==> config.mk <==
export PLATFORM = sky130hd
export DESIGN_NAME = ip_rx
export DESIGN_NICKNAME = d
export VERILOG_FILES = /design/src/rtl/ip_rx.sv
export SDC_FILE = /design/constraint.sdc
export NUM_CORES = 1
export LEC_CHECK = 0
export CORE_MARGIN = 5
export CORE_UTILIZATION = 45
export DETAILED_ROUTE_END_ITERATION = 12
export GPL_ROUTABILITY_DRIVEN = 1
export MAX_ROUTING_LAYER = met4
export PLACE_DENSITY = 0.7
export SYNTH_ARGS = -nofsm -noshare
export SYNTH_HDL_FRONTEND = slang
export SYNTH_SLANG_ARGS = --single-unit
==> constraint.sdc <==
create_clock -name clk -period 7.9 [get_ports clk]
set_input_delay 1.58 -clock clk [delete_from_list [all_inputs] [get_ports clk]]
set_output_delay 1.58 -clock clk [all_outputs]
set_load 0.01 [all_outputs]
==> src/rtl/ip_rx.sv <==
// IPv4 receive filter: parses Ethernet + IPv4 header from the MAC byte
// stream and forwards the payload of frames addressed to this station.
module ip_rx #(
  parameter int MIN_TOTAL_LEN = 20
) (
  input  logic        clk,
  input  logic        rst_n,
  input  logic [47:0] local_mac_addr,
  input  logic [31:0] local_ip_addr,
  input  logic [7:0]  mac_rx_data,
  input  logic        mac_rx_valid,
  input  logic        mac_rx_sof,
  input  logic        mac_rx_eof,
  output logic [7:0]  ip_rx_data,
  output logic        ip_rx_valid,
  output logic        ip_rx_start,
  output logic        ip_rx_end,
  output logic        ip_rx_error,
  output logic [7:0]  ip_rx_type,
  output logic [15:0] ip_rx_length,
  output logic [31:0] ip_rx_src_ip,
  output logic [47:0] ip_rx_src_mac,
  output logic [7:0]  ip_rx_ttl
);

  typedef enum logic [2:0] {
    IDLE, MAC_HDR, IP_HDR, PAYLOAD, DROP
  } state_t;

  state_t      state_q, state_d;
  logic [15:0] cnt_q, cnt_d;
  logic [19:0] acc_q, acc_d;
  logic [7:0]  hi_q, hi_d;
  logic        uc_q, uc_d;
  logic        bc_q, bc_d;
  logic [15:0] tl_q, tl_d;
  logic [7:0]  proto_s_q, proto_s_d;
  logic [7:0]  ttl_s_q, ttl_s_d;
  logic [31:0] sip_s_q, sip_s_d;
  logic [47:0] smac_s_q, smac_s_d;

  logic [7:0]  data_q, data_d;
  logic        valid_q, valid_d;
  logic        start_q, start_d;
  logic        end_q, end_d;
  logic        err_q, err_d;
  logic [7:0]  type_q, type_d;
  logic [15:0] len_q, len_d;
  logic [31:0] sip_q, sip_d;
  logic [47:0] smac_q, smac_d;
  logic [7:0]  ttl_q, ttl_d;

  logic        hdr;
  logic        bad;
  logic [15:0] idx;
  logic [2:0]  mk;
  logic [7:0]  mac_b;
  logic [7:0]  ip_b;
  logic [16:0] s1;
  logic [15:0] s2;

  always_ff @(posedge clk) begin
    if (!rst_n) begin
      state_q   <= IDLE;
      cnt_q     <= '0;
      acc_q     <= '0;
      hi_q      <= '0;
      uc_q      <= 1'b0;
      bc_q      <= 1'b0;
      tl_q      <= '0;
      proto_s_q <= '0;
      ttl_s_q   <= '0;
      sip_s_q   <= '0;
      smac_s_q  <= '0;
      data_q    <= '0;
      valid_q   <= 1'b0;
      start_q   <= 1'b0;
      end_q     <= 1'b0;
      err_q     <= 1'b0;
      type_q    <= '0;
      len_q     <= '0;
      sip_q     <= '0;
      smac_q    <= '0;
      ttl_q     <= '0;
    end else begin
      state_q   <= state_d;
      cnt_q     <= cnt_d;
      acc_q     <= acc_d;
      hi_q      <= hi_d;
      uc_q      <= uc_d;
      bc_q      <= bc_d;
      tl_q      <= tl_d;
      proto_s_q <= proto_s_d;
      ttl_s_q   <= ttl_s_d;
      sip_s_q   <= sip_s_d;
      smac_s_q  <= smac_s_d;
      data_q    <= data_d;
      valid_q   <= valid_d;
      start_q   <= start_d;
      end_q     <= end_d;
      err_q     <= err_d;
      type_q    <= type_d;
      len_q     <= len_d;
      sip_q     <= sip_d;
      smac_q    <= smac_d;
      ttl_q     <= ttl_d;
    end
  end

  always_comb begin
    state_d   = state_q;
    cnt_d     = cnt_q;
    acc_d     = acc_q;
    hi_d      = hi_q;
    uc_d      = uc_q;
    bc_d      = bc_q;
    tl_d      = tl_q;
    proto_s_d = proto_s_q;
    ttl_s_d   = ttl_s_q;
    sip_s_d   = sip_s_q;
    smac_s_d  = smac_s_q;
    data_d    = data_q;
    valid_d   = 1'b0;
    start_d   = 1'b0;
    end_d     = 1'b0;
    err_d     = 1'b0;
    type_d    = type_q;
    len_d     = len_q;
    sip_d     = sip_q;
    smac_d    = smac_q;
    ttl_d     = ttl_q;
    hdr       = 1'b0;
    bad       = 1'b0;
    idx       = cnt_q;
    s1        = '0;
    s2        = '0;

    // A sof byte always restarts parsing, whatever state we are in
    if (mac_rx_valid && mac_rx_sof) begin
      hdr = 1'b1;
      idx = '0;
    end else if (mac_rx_valid) begin
      hdr = (state_q == MAC_HDR) || (state_q == IP_HDR);
    end

    mk    = (idx[2:0] > 3'd5) ? 3'd0 : 3'd5 - idx[2:0];
    mac_b = local_mac_addr[{mk, 3'b000} +: 8];
    ip_b  = local_ip_addr[{2'd1 - idx[1:0], 3'b000} +: 8];

    if (hdr) begin
      if (mac_rx_sof) begin
        acc_d = '0;
        err_d = (state_q == PAYLOAD);
      end
      cnt_d   = idx + 16'd1;
      state_d = (idx < 16'd13) ? MAC_HDR : IP_HDR;
      hi_d    = mac_rx_data;
      if (idx[0] && idx >= 16'd15)
        acc_d = acc_q + {4'b0, hi_q, mac_rx_data};

      unique case (1'b1)
        idx < 16'd6: begin
          uc_d = ((idx == 16'd0) ? 1'b1 : uc_q)
               & (mac_rx_data == mac_b);
          bc_d = ((idx == 16'd0) ? 1'b1 : bc_q)
               & (mac_rx_data == 8'hFF);
          bad  = !(uc_d || bc_d);
        end
        (idx >= 16'd6 && idx < 16'd12):
          smac_s_d = {smac_s_q[39:0], mac_rx_data};
        idx == 16'd12: bad = (mac_rx_data != 8'h08);
        idx == 16'd13: bad = (mac_rx_data != 8'h00);
        idx == 16'd14: bad = (mac_rx_data != 8'h45);
        idx == 16'd17: begin
          tl_d = {hi_q, mac_rx_data};
          bad  = (tl_d < 16'(MIN_TOTAL_LEN));
        end
        idx == 16'd20: bad = (mac_rx_data[5:0] != 6'd0);
        idx == 16'd21: bad = (mac_rx_data != 8'h00);
        idx == 16'd22: ttl_s_d = mac_rx_data;
        idx == 16'd23: proto_s_d = mac_rx_data;
        (idx >= 16'd26 && idx < 16'd30):
          sip_s_d = {sip_s_q[23:0], mac_rx_data};
        (idx >= 16'd30 && idx < 16'd34):
          bad = (mac_rx_data != ip_b);
        default: ;
      endcase

      if (idx == 16'd33) begin
        s1 = {1'b0, acc_d[15:0]} + {13'b0, acc_d[19:16]};
        s2 = s1[15:0] + {15'b0, s1[16]};
        if (s2 != 16'hFFFF)
          bad = 1'b1;
        if (!bad && !mac_rx_eof) begin
          start_d = 1'b1;
          type_d  = proto_s_q;
          ttl_d   = ttl_s_q;
          sip_d   = sip_s_q;
          smac_d  = smac_s_q;
          len_d   = tl_q - 16'd20;
          cnt_d   = len_d;
          end_d   = (len_d == 16'd0);
          state_d = (len_d == 16'd0) ? DROP : PAYLOAD;
        end
      end

      if (bad)
        state_d = DROP;
      if (mac_rx_eof)
        state_d = IDLE;
    end else if (mac_rx_valid && state_q == PAYLOAD) begin
      data_d  = mac_rx_data;
      valid_d = 1'b1;
      cnt_d   = cnt_q - 16'd1;
      if (cnt_q == 16'd1) begin
        end_d   = 1'b1;
        state_d = mac_rx_eof ? IDLE : DROP;
      end else if (mac_rx_eof) begin
        err_d   = 1'b1;
        state_d = IDLE;
      end
    end else if (mac_rx_valid && state_q == DROP) begin
      if (mac_rx_eof)
        state_d = IDLE;
    end
  end

  assign ip_rx_data    = data_q;
  assign ip_rx_valid   = valid_q;
  assign ip_rx_start   = start_q;
  assign ip_rx_end     = end_q;
  assign ip_rx_error   = err_q;
  assign ip_rx_type    = type_q;
  assign ip_rx_length  = len_q;
  assign ip_rx_src_ip  = sip_q;
  assign ip_rx_src_mac = smac_q;
  assign ip_rx_ttl     = ttl_q;

endmodule
### Word-level counts from Yosys, hierarchy flattened

Index checks and enable logic that the tools add are counted.
W data, S select, Z words.

| cells by class | value |
|---|---|
| $add $sub $neg | 8 |
| order comparisons | 11 |
| equal/unequal tests | 20 |
| shifts and indexed selects | 2 |
| muxes and demuxes | 43 |
| bitwise gates (word level) | 4 |
| reduce and logical (&&, ||, !) cells | 30 |

Operator list:

| cell | count |
|---|---|
| $eq A16 B5 Y1 const B | 5 |
| $mux W16 | 5 |
| $mux W20 | 3 |
| $eq A16 B4 Y1 const B | 3 |
| $shiftx A48 B7 Y8 | 1 |
| $mux W3 | 12 |
| $ge A16 B5 Y1 const B | 2 |
| $logic_not A16 Y1 | 2 |
| $lt A16 B4 Y1 const B | 2 |
| $lt A16 B5 Y1 const B | 2 |
| $shiftx A32 B6 Y8 | 1 |
| $mux W1 | 21 |
| $add A20 B16 Y20 | 1 |
| $add A16 B4 Y17 | 1 |
| $add A16 B1 Y16 | 1 |
| $add A16 B1 Y16 const B | 1 |
| $eq A16 B1 Y1 const B | 1 |
| $eq A16 B6 Y1 const B | 1 |
| $ge A16 B3 Y1 const B | 1 |
| $ge A16 B4 Y1 const B | 1 |
| $lt A16 B3 Y1 const B | 1 |
| $lt A16 B6 Y1 const B | 1 |
| $ne A16 B16 Y1 const B | 1 |
| $sub A16 B1 Y16 const B | 1 |
| 26 further kinds | 47 |

| word-level totals | value |
|---|---|
| bits in registers | 285 |
| input port bits | 93 |
| output and inout bits | 124 |
| word-level logic and storage cells | 139 |

### Longest topological paths before layout

Gate-level depths: netlist (run 1).

| depth | value |
|---|---|
| depth in word-level cells | 20 |
| mapped depth | 30 |

### Least setup slack after synthesis (run 1)

Ideal clock, no wire load.

| timing path | value |
|---|---|
| path kind | input port to flip-flop |
| from | input port mac_rx_data[1] |
| to | register type_q[1] (netlist: ip_rx_type[1]) |
| setup time | 0.128 ns |
| arrival time | 7.299 ns |
| required time | 7.772 ns |
| slack | 0.473 ns |
| stages on the path | 29 |
| path buffers | 3 |
| path through | clkbuf_1 > inv_1 > fa_1 > nand2b_1 > a211oi_1 > o21a_1 > o211ai_1 > a21boi_0 > o21a_1 > o21ai_0 > mux2i_1 > ha_1 > fa_1 > a21oi_1 > o21bai_1 > nand2_1 > nor4b_1 > ha_1 > ha_1 > nand2_1 > nor2_1 > maj3_1 > nand3_1 > nand4_1 > nor4_2 > buf_4 > buf_4 > mux2i_1 > nor2_1 |

| between the ends | value |
|---|---|
| cells in the longest elaborated chain, start to end | 12 |
| elaborated cells between the ends (all ways) | 25 |

Ends and longest elaborated chain:

| what | line | text |
|---|---|---|
| from (decl) | 10 | `input logic [7:0] mac_rx_data,` |
| $add A20 B16 Y20 | 159 | `acc_d = acc_q + {4'b0, hi_q, mac_rx_data};` |
| $mux W20 | 158 | `if (idx[0] && idx >= 16'd15)` |
| $mux W20 | 150 | `if (hdr) begin` |
| $add A16 B4 Y17 | 190 | `s1 = {1'b0, acc_d[15:0]} + {13'b0, acc_d[19:16]};` |
| $add A16 B1 Y16 | 191 | `s2 = s1[15:0] + {15'b0, s1[16]};` |
| $ne A16 B16 Y1 | 192 | `if (s2 != 16'hFFFF)` |
| $mux W1 (*) | 192 |  |
| $mux W1 (*) | 189 | `if (idx == 16'd33) begin` |
| $mux W1 (*) | 150 |  |
| $logic_not A1 Y1 (*) | 194 | `if (!bad && !mac_rx_eof) begin` |
| $logic_and A1 B1 Y1 (*) | 194 |  |
| $reduce_and A3 Y1 (no line) (*) | n/a |  |
| to (signal assigned) | 102 | `type_q <= type_d;` |
| to (decl) | 47 | `logic [7:0] type_q, type_d;` |

Every way passes the cells marked *; elsewhere a longest branch is shown, timed or not. The select of a mux whose other input is x is not followed.
A chain may end at the register's enable or synchronous reset.

### Final worst setup path (run 1)

| timing path | value |
|---|---|
| from | input port mac_rx_data[0] |
| to | register cnt_q[2] |

| between the ends | value |
|---|---|
| cells in the longest elaborated chain, start to end | 14 |
| elaborated cells between the ends (all ways) | 27 |

Ends and longest elaborated chain:

| what | line | text |
|---|---|---|
| $add A20 B16 Y20 | 159 |  |
| $mux W20 | 158 |  |
| $mux W20 | 150 |  |
| $add A16 B4 Y17 | 190 |  |
| $add A16 B1 Y16 | 191 |  |
| $ne A16 B16 Y1 | 192 |  |
| $mux W1 (*) | 192 |  |
| $mux W1 (*) | 189 |  |
| $mux W1 (*) | 150 |  |
| $logic_not A1 Y1 (*) | 194 |  |
| $logic_and A1 B1 Y1 (*) | 194 |  |
| $mux W16 (*) | 194 |  |
| $mux W16 (*) | 189 |  |
| $mux W16 (*) | 150 |  |
| to (signal assigned) | 87 | `cnt_q <= cnt_d;` |
| to (decl) | 31 | `logic [15:0] cnt_q, cnt_d;` |

Marks and branches as above.

==> results of run 1 <==
## layout by cell type, fill, tap and decap left out, types with 25 or more instances in the layout
| cell type | netlist | layout |
|---|---|---|
| nand2_1 | 306 | 306 |
| dfxtp_1 | 285 | 285 |
| clkdlybuf4s50_1 | 0 | 216 |
| nor2_1 | 205 | 205 |
| a21oi_1 | 180 | 180 |
| mux2i_1 | 138 | 138 |
| o21ai_0 | 56 | 56 |
| buf_4 | 2 | 41 |
| nand3_1 | 33 | 33 |
| ha_1 | 31 | 31 |
| clkbuf_16 | 0 | 31 |
| nor3_1 | 29 | 29 |
| xor2_1 | 25 | 25 |
## synth_stat cells (all sizes together) (6+ instances only)
cell	n
o211ai	11
a22oi	6
a211oi	15
a221oi	7
and2	12
nor2	207
nor3	31
o221ai	7
nand2	306
nor2b	8
o21ai	58
o21a	10
inv	25
nor4	29
clkbuf	86
ha	31
nor3b	6
dfxtp	285
a2bb2oi	8
a32oi	8
xnor2	21
or2	8
a21boi	6
a31oi	17
a21oi	181
nand3	33
nand2b	20
or3	12
buf	36
nand4	16
a21o	10
xor2	25
mux2i	138
o22ai	8
and3	8
## final timing paths
check / startpoint / to / slack, ns / depth (start not counted)
setup reg to reg: acc_q[0]$_SDFFE_PN0N_ / cnt_q[2]$_SDFFE_PN0P_ / 1.57 / 29
hold reg to reg: smac_s_q[47]$_SDFFE_PN0P_ / smac_s_q[47]$_SDFFE_PN0P_ / 0.45 / 2
setup / recovery: mac_rx_data[0] / cnt_q[2]$_SDFFE_PN0P_ / 0.40 / 30
hold / removal: smac_s_q[47]$_SDFFE_PN0P_ / smac_s_q[47]$_SDFFE_PN0P_ / 0.45 / 2
## power breakdown
| group | switching, mW | total, mW | internal [mW] |
|---|---|---|---|
| registers | 0.0358 | 1.50 | 1.46 |
| clock network | 0.577 | 1.49 | 0.909 |
| logic | 0.360 | 0.583 | 0.224 |
| total | 0.972 | 3.57 | 2.60 |
## through the flow
stage	setup TNS, ns	cells	power, mW
global route	0	2361	3.705
global placement	0	2305	2.095
CTS	0	2361	3.580
finish	0	2361	3.568
detailed placement	-0.4063	2305	2.102
floorplan	0	1764	1.916
## worst max-delay path, delay by kind of cell
family / cells / cell delay (ns)
AO/OA/AOI/OAI: 9 / 1.71
adder cells (fa/ha/maj): 7 / 2.06
buffers and inverters: 4 / 0.99
multiplexers: 1 / 0.17
AND/OR/NAND/NOR: 9 / 1.45
## cells by family (layout without fill, tap and decap cells)
| logic type | after synthesis | count (layout) | synth area share, % |
|---|---|---|---|
| buffers and inverters | 148 | 343 | 4.648 |
| muxes | 141 | 141 | 9.862 |
| and+or+nand+nor | 717 | 717 | 22.74 |
| DFF | 285 | 285 | 39.76 |
| adders and majority gates | 34 | 34 | 3.052 |
| xor gates and xnor gates | 46 | 46 | 2.808 |
| AOI/OAI and AO/OA | 393 | 393 | 17.13 |
## routing by layer
layer  up-vias  part of all wire (%)
met5         -                     0
met2       416                    48
met3        98                   5.5
met4         0                   3.3
li1       6517                     -
met1      6423                    43
## state kept, by name (all words and copies together) (netlist names), 8 cells and up
register,count
ip_rx_src_mac,48
smac_s_q,48
ip_rx_src_ip,32
sip_s_q,32
acc_q,20
cnt_q,16
ip_rx_length,16
tl_q,16
hi_q,8
ip_rx_data,8
ip_rx_ttl,8
ip_rx_type,8
proto_s_q,8
ttl_s_q,8
## area by class of cell
cell class / count / area (um^2)
multi-input cells: 1331 / 8008
flip-flops and latches: 285 / 5705
clock buffers: 47 / 935.9
well taps: 402 / 503.0
repair buffers: 261 / 2550
inverters: 26 / 105.1
clock inverters: 9 / 131.4
fillers: 2879 / 13620
==> results.py, run 1 <==
metrics = {
    "status": {
        "status": "completed",
    },
    "setup_path": {
        "crit_top_cell": "ha_1",
        "worstPathArrival_ns": 7.95,
        "crit_path_start_kind": "input port",
        "path_class": "input port to register",
        "crit_fanout": 3,
        "worst_ep_required_time_ns": 8.35,
        "slowest_delay_ns": 0.56,
        "cp_slowest_cell": "nor4_1",
        "critPathCaptureType": "register",
    },
    "sta": {
        "setup_viol": 0,
        "worst_pin_slew_ns": 1.258,
        "finalHoldViolCount": 0,
        "slew_violations": 0,
        "rsz0062_at_grt": "no",
        "maxClockFrequency_mhz": 133.4,
        "hold_ws_ns": 0.4520,
        "slew-limit-headroom_pct": 15.84,
        "finalCritPeriodShare_pct": 94.89,
        "period_minus_slack_ns": 7.496,
        "final.setup.worst_slack_ns": 0.4040,
        "fin_worst_skew_ns": 0.01995,
    },
    "synthesis": {
        "synth_top_area_share_pct": 39.76,
        "synth_area_leaders": "dfxtp_1 (40%), mux2i_1 (9.6%), nand2_1 (8.0%)",
        "syn-cell-area_mm2": 0.01435,
        "synth_fp_nets": 1890,
        "ys_types": 86,
        "async_reset_ff_share_pct": 0,
        "synth_enable_flop_cells": 0,
        "seq_area_frac_synth_pct": 39.76,
        "synthCells": 1764,
        "yosys.area.top_type": "dfxtp_1",
        "syn_avg_cell_area_um2": 8.134,
        "ys_warn_count": 0,
        "synth_ff_type": "dfxtp_1",
        "ys_ff_latch": 285,
    },
    "finish": {
        "layout.nets": 2061,
        "stdcell_area_mm2": 0.01794,
        "fin_util_pct": 56.85,
        "drive_above_1_share_pct": 6.687,
        "syn_to_final_growth_pct": 25.02,
        "antenna_cells": 0,
    },
    "clock_tree": {
        "clockRootBuffer": "clkbuf_16",
        "cts.sinks": 285,
        "numCtsBuffers": 30,
        "ctsHoldBuffers": 0,
        "clk_latency_ns": 0.55,
        "cts-resized-gates": 0,
        "ctsHtreeMaxLevel": 1,
        "clkTransAtPathRegs_ns": 0.06,
        "cts_tree": "built",
        "cts.path.max_buffers": 3,
        "postCtsSetupBuffers": 0,
    },
    "place": {
        "dpl_cell_area_mm2": 0.01687,
        "gp_congestion": 0.9504,
        "dp_slack_ns": -0.03398,
        "io_buffer_count": 216,
        "dp_hpwl_um": 30250,
    },
    "detailed_routing": {
        "postRouteAntennaNets": 0,
        "vias": 13450,
        "route.detailed.drc": 0,
        "drt_first_pass_iters": 7,
        "wirelength_um": 44020,
        "dr.first_iter.drc_count": 1097,
        "avgRoutedWirePerCell_um": 18.64,
        "viasPerCell": 5.698,
    },
    "pwr": {
        "leakagePower_nw": 6.187,
        "ir_worst_vdd_mv": 0.1619,
        "powerDensity_mw_per_mm2": 198.9,
    },
    "grt": {
        "grt_pass1_vias": 12880,
        "use_met3_pct": 2.834,
        "track_usage_pct": 24.23,
        "use_met2_pct": 39.43,
        "met1_usage_pct": 31.68,
        "grt_pass1_wl_um": 69520,
        "grt_max_degree": 156,
        "globalRoute.totalOverflow": 0,
        "antenna_found_initial": 1,
        "grt.busiest_layer": "met2",
    },
    "floorplan": {
        "rows": 65,
        "io_pins": 217,
        "initial_core_util_pct": 45.47,
        "coreArea_mm2": 0.03156,
        "fp.dieH_um": 188.6,
        "dieArea_mm2": 0.03556,
        "die_x_um": 188.6,
    },
    "flow_run": {
        "drv_cap": 0,
    },
    "hold_path": {
        "min_path_type": "register to register",
    },
}
No activity file was read; power rests on OpenSTA's default activity.
==> run 2, diff against run 1 <==
--- a/config.mk
+++ b/config.mk
@@ -11,6 +11,7 @@
 export GPL_ROUTABILITY_DRIVEN = 1
 export MAX_ROUTING_LAYER = met4
 export PLACE_DENSITY = 0.7
+export SKIP_CTS_REPAIR_TIMING = 1
 export SYNTH_ARGS = -nofsm -noshare
 export SYNTH_HDL_FRONTEND = slang
 export SYNTH_SLANG_ARGS = --single-unit
==> results of run 2 <==
No change in the layout: final DEF, timing and power equal those of run 1.
